`config.mk`:
```
export PLATFORM = sky130hd
export DESIGN_NAME = multi_state_sequencer
export DESIGN_NICKNAME = d
export VERILOG_FILES = /design/src/rtl/multi_state_sequencer.sv
export SDC_FILE = /design/constraint.sdc
export NUM_CORES = 1
export LEC_CHECK = 0
export ABC_CLOCK_PERIOD_IN_PS = 2700
export CAP_MARGIN = 20
export CORE_MARGIN = 5
export CORE_UTILIZATION = 42
export DETAILED_ROUTE_END_ITERATION = 10
export PLACE_DENSITY = 0.8
export SKIP_CTS_REPAIR_TIMING = 1
export SLEW_MARGIN = 15
export SYNTH_ARGS = -nofsm -noshare
export SYNTH_HDL_FRONTEND = slang
export SYNTH_SLANG_ARGS = --single-unit
```
`constraint.sdc`:
```
create_clock -name clk -period 2.7 [get_ports clk]
set_input_delay 0.54 -clock clk [delete_from_list [all_inputs] [get_ports clk]]
set_output_delay 0.54 -clock clk [all_outputs]
set_load 0.02 [all_outputs]
```
`src/rtl/multi_state_sequencer.sv`:
```
// Multi-state sequencer: steps through NUM_STATES states, each held for dwell[k]+1 tick enables.
// Optional macro SEQ_DEADTIME_EN blanks state_onehot for DEADTIME clks after every advance.
module multi_state_sequencer #(
  parameter int NUM_STATES = 4,
  parameter int DWELL_W    = 8,
  parameter int DEADTIME   = 2,
  localparam int STATE_W   = $clog2(NUM_STATES)
) (
  input  logic                          clk,
  input  logic                          reset,
  input  logic                          tick,
  input  logic                          run,
  input  logic                          mode,
  input  logic [NUM_STATES*DWELL_W-1:0] dwell,
  output logic [STATE_W-1:0]            state,
  output logic [NUM_STATES-1:0]         state_onehot,
  output logic                          busy,
  output logic                          cycle_done
);

  localparam logic [STATE_W-1:0] LAST_STATE = STATE_W'(NUM_STATES - 1);

  typedef enum logic {S_IDLE, S_ACTIVE} fsm_e;

  fsm_e               fsm_q, fsm_d;
  logic [STATE_W-1:0] state_q, state_d;
  logic [DWELL_W-1:0] cnt_q, cnt_d;
  logic               run_d_q, run_d_d;
  logic               cycle_done_q, cycle_done_d;
  logic [DWELL_W-1:0] dwell_arr [NUM_STATES];
  logic [DWELL_W-1:0] cur_dwell;
  logic               onehot_en;

  for (genvar gi = 0; gi < NUM_STATES; gi++) begin : g_unpack
    assign dwell_arr[gi] = dwell[gi*DWELL_W +: DWELL_W];
  end

  // Live dwell lookup: a field change takes effect at the next compare.
  always_comb begin
    cur_dwell = '0;
    for (int k = 0; k < NUM_STATES; k++) begin
      if (state_q == STATE_W'(k)) cur_dwell = dwell_arr[k];
    end
  end

  always_ff @(posedge clk) begin
    if (reset) begin
      fsm_q        <= S_IDLE;
      state_q      <= '0;
      cnt_q        <= '0;
      run_d_q      <= 1'b0;
      cycle_done_q <= 1'b0;
    end else begin
      fsm_q        <= fsm_d;
      state_q      <= state_d;
      cnt_q        <= cnt_d;
      run_d_q      <= run_d_d;
      cycle_done_q <= cycle_done_d;
    end
  end

  always_comb begin
    fsm_d        = fsm_q;
    state_d      = state_q;
    cnt_d        = cnt_q;
    run_d_d      = run;
    cycle_done_d = 1'b0;
    case (fsm_q)
      S_IDLE: begin
        if (run && !run_d_q) begin
          fsm_d   = S_ACTIVE;
          state_d = '0;
          cnt_d   = '0;
        end
      end
      S_ACTIVE: begin
        if (tick) begin
          if (cnt_q == cur_dwell) begin
            cnt_d = '0;
            if (state_q == LAST_STATE) begin
              // Wrap: mode and run are only consulted here.
              cycle_done_d = 1'b1;
              state_d      = '0;
              if (mode || !run) fsm_d = S_IDLE;
            end else begin
              state_d = state_q + STATE_W'(1);
            end
          end else begin
            cnt_d = cnt_q + DWELL_W'(1);
          end
        end
      end
      default: fsm_d = S_IDLE;
    endcase
  end

`ifdef SEQ_DEADTIME_EN
  localparam int DT_W = (DEADTIME < 1) ? 1 : $clog2(DEADTIME + 1);

  logic [DT_W-1:0] dt_q, dt_d;
  logic            advance;

  // Any state change that keeps the sequencer busy (including a continuous wrap) restarts deadtime.
  assign advance = (fsm_q == S_ACTIVE) && (fsm_d == S_ACTIVE) && (state_d != state_q);

  always_comb begin
    dt_d = dt_q;
    if (fsm_d == S_IDLE)   dt_d = '0;
    else if (advance)      dt_d = DT_W'(DEADTIME);
    else if (dt_q != '0)   dt_d = dt_q - DT_W'(1);
  end

  always_ff @(posedge clk) begin
    if (reset) dt_q <= '0;
    else       dt_q <= dt_d;
  end

  assign onehot_en = (dt_q == '0);
`else
  assign onehot_en = 1'b1;
`endif

  always_comb begin
    busy         = (fsm_q == S_ACTIVE);
    state        = state_q;
    cycle_done   = cycle_done_q;
    state_onehot = '0;
    for (int k = 0; k < NUM_STATES; k++) begin
      state_onehot[k] = busy && onehot_en && (state_q == STATE_W'(k));
    end
  end

endmodule

```
==> metrics.txt <==
Final Critical Period between 2 and 3 ns; DP HPWL roughly 2400 µm; P_int 0.3191 mW; slowest CP cell dfxtp_1; synth warn 0; worst-path maximum fanout 10; maximum vdd drop 0.3143 mV; # fillers 222; area delta synth->final 51.69%; fmax about 390 MHz; initial antenna violation count 0; Core Area 0.002410 mm²; Clock H-tree levels 1; Worst Path Required about 2.9 ns; Die H 59.73 µm; clock buffer depth 2; Net Count, Synth 171; CTS Buf Count 3; Synth Cell Area roughly 0.0010 mm²; WL final roughly 3100 µm; gr ovfl total 0; DR vias around 1200; Final setup viols 0; Place WS 0.07390 ns; Crit path top cell by count buf_4; largest net degree at the start of global routing 12; LEAKAGE 0.5850 nW; post-DR wirelength/cell 15.48 µm; max incr delay on CP 0.41 ns; clk slew on worst S/H paths 0.08 ns; CP Launch Type flip-flop; GR Util All Layers 18.61%; DP Area ~0.0015 mm²; Design Area, Final 0.001575 mm²; vias in the first global route 1210; Core Util, Final 65.37%; first-pass GRT wire length 5237 µm; Die Footprint 0.003567 mm²; Post-synth EDFFs 0; predominant post-synthesis flop cell dfxtp_1; Yosys cell types 42; Max Cap Violations 0; worst-skew pair later-pin latency approximately 0.28 ns; Final Power 0.4255 mW; share of layout cells above drive strength 1 between 10 and 15%; drt drc 0; Async SR Flop Fraction 0%; DRT iter0 DRCs 24; Comb power frac 24.2%; # IOs between 40 and 50; syn_area_per_cell 8.050 µm²; Starting Density between 40 and 50%; Setup CP Type flip-flop to flip-flop; endpoints failing hold 0; Via density 5.877; CTS tree yes; Period Utilization, post-route approximately 94%; Finished Layout Cells 203; diode count 0; Worst setup EP type flip-flop; fin nets about 220; Slew Limit Fails 0; Final GP Congestion 0.8357; worst slew pin tran 0.3415 ns; clock share of power 28.9%; Hold Crit Class flip-flop to flip-flop; post-route ant nets 0; Layout Skew 0.003321 ns; I/O Buffers 44; Switching Power 0.1064 mW; sequential cell area fraction in the yosys report ~25%; status completed; Hold Slack 0.5058 ns; Sum Neg Setup Slack 0 ns; Cells after DPL 199; clk root buf clkbuf_4; worst-path cell chain inv_1 -> ha_1 -> buf_4 -> nand3b_1 -> a221oi_2 -> xnor2_1 -> nand3_1 -> nor4_4 -> buf_4 -> nor3_2 -> a221o_1; clock sinks 13; DR pass1 iterations 4; Yosys reg bits 13; Power Dens Cells roughly 270 mW/mm²; Sw Share 25.01%; Rows 18; Synth Instances 129; final worst slack 0.1599 ns; Slew headroom 77.11%; Worst EP arrival 2.71 ns; die span in x between 50 and 60 µm; Seq pwr share 46.9%
-- cells by family (layout without fill, tap and decap cells) --
group           count (synthesis)  after routing  share of synthesized area [%]
compound gates                 33             33                          23.37
xor+xnor                        3              3                          2.531
fa+ha+maj                       5              5                          6.024
buf+inv                        12             56                          5.180
flops                          13             13                          25.06
mux                             2              2                          1.928
simple gates                   61             61                          35.90
-- worst max-delay path: cells and delay by family (launching register included) --
| family | cells | cell delay [ns] |
|---|---|---|
| AO/OA/AOI/OAI | 2 | 0.58 |
| XOR/XNOR | 1 | 0.16 |
| adder cells (fa/ha/maj) | 1 | 0.23 |
| buffers and inverters | 3 | 0.50 |
| flip-flops | 1 | 0.41 |
| AND/OR/NAND/NOR | 4 | 0.55 |
-- cell usage after synthesis (all sizes together), types with 4 or more instances --
cell type	number	share of area, %
dfxtp	13	25
nor2	11	4.0
nand3	9	4.3
a221oi	8	7.3
or3	8	4.8
o21ai	7	3.4
nand2	6	2.2
o22ai	6	3.6
and2	5	3.0
ha	5	6.0
inv	5	1.8
clkbuf	4	1.4
nor3	4	2.4
-- power groups by stage --
stage	Clock, mW	Sequential [mW]	Combinational [mW]
floorplan	0	0.203	0.0375
global placement	0	0.204	0.0987
detailed placement	0	0.204	0.0999
CTS	0.125	0.199	0.101
global route	0.142	0.201	0.111
finish	0.123	0.199	0.103
-- registers in the layout (all words and copies together), names as in the netlist --
register    count
state           2
run_d_q         1
cycle_done      1
busy            1
cnt_q           8
-- metal layers --
metal,track usage [%],vias to the layer above,part of all wire [%]
li1,-,581,-
met1,21.13,549,40
met2,33.49,57,50
met3,7.127,6,9.9
met4,2.532,0,0.70
met5,0,-,0
-- area by class of cell --
| type | instances | area, µm² | share of cell area, % |
|---|---|---|---|
| multi-input cells | 104 | 768.2 | 48.77 |
| repair buffers | 47 | 462.9 | 29.39 |
| flip-flops and latches | 13 | 261.5 | 16.60 |
| well taps | 30 | 37.54 | 2.383 |
| clock buffers | 4 | 26.28 | 1.668 |
| inverters | 5 | 18.77 | 1.191 |
-- cells in the final DEF (no fill, tap or decap), types with 5 or more instances in the layout --
cell / synthesis / final
a221oi_2: 1 / 6
and2_1: 5 / 5
clkdlybuf4s50_1: 0 / 44
dfxtp_1: 13 / 12
ha_1: 5 / 5
inv_1: 5 / 5
nand2_1: 6 / 6
nand3_1: 9 / 9
nor2_1: 11 / 11
o21ai_0: 7 / 7
o22ai_1: 6 / 6
or3_1: 8 / 8
-- path summary, 6_finish.rpt --
| kind | from | endpoint | slack, ns | cells past startpoint |
|---|---|---|---|---|
| setup reg to reg | state[1]$_SDFFE_PP0P_ | cnt_q[2]$_SDFFE_PP0P_ | 0.16 | 11 |
| hold reg to reg | state[0]$_SDFFE_PP0P_ | state[0]$_SDFFE_PP0P_ | 0.51 | 2 |
| hold / removal | state[0]$_SDFFE_PP0P_ | state[0]$_SDFFE_PP0P_ | 0.51 | 2 |
| setup / recovery | state[1]$_SDFFE_PP0P_ | cnt_q[2]$_SDFFE_PP0P_ | 0.16 | 11 |
No activity file was read; power rests on OpenSTA's default activity.
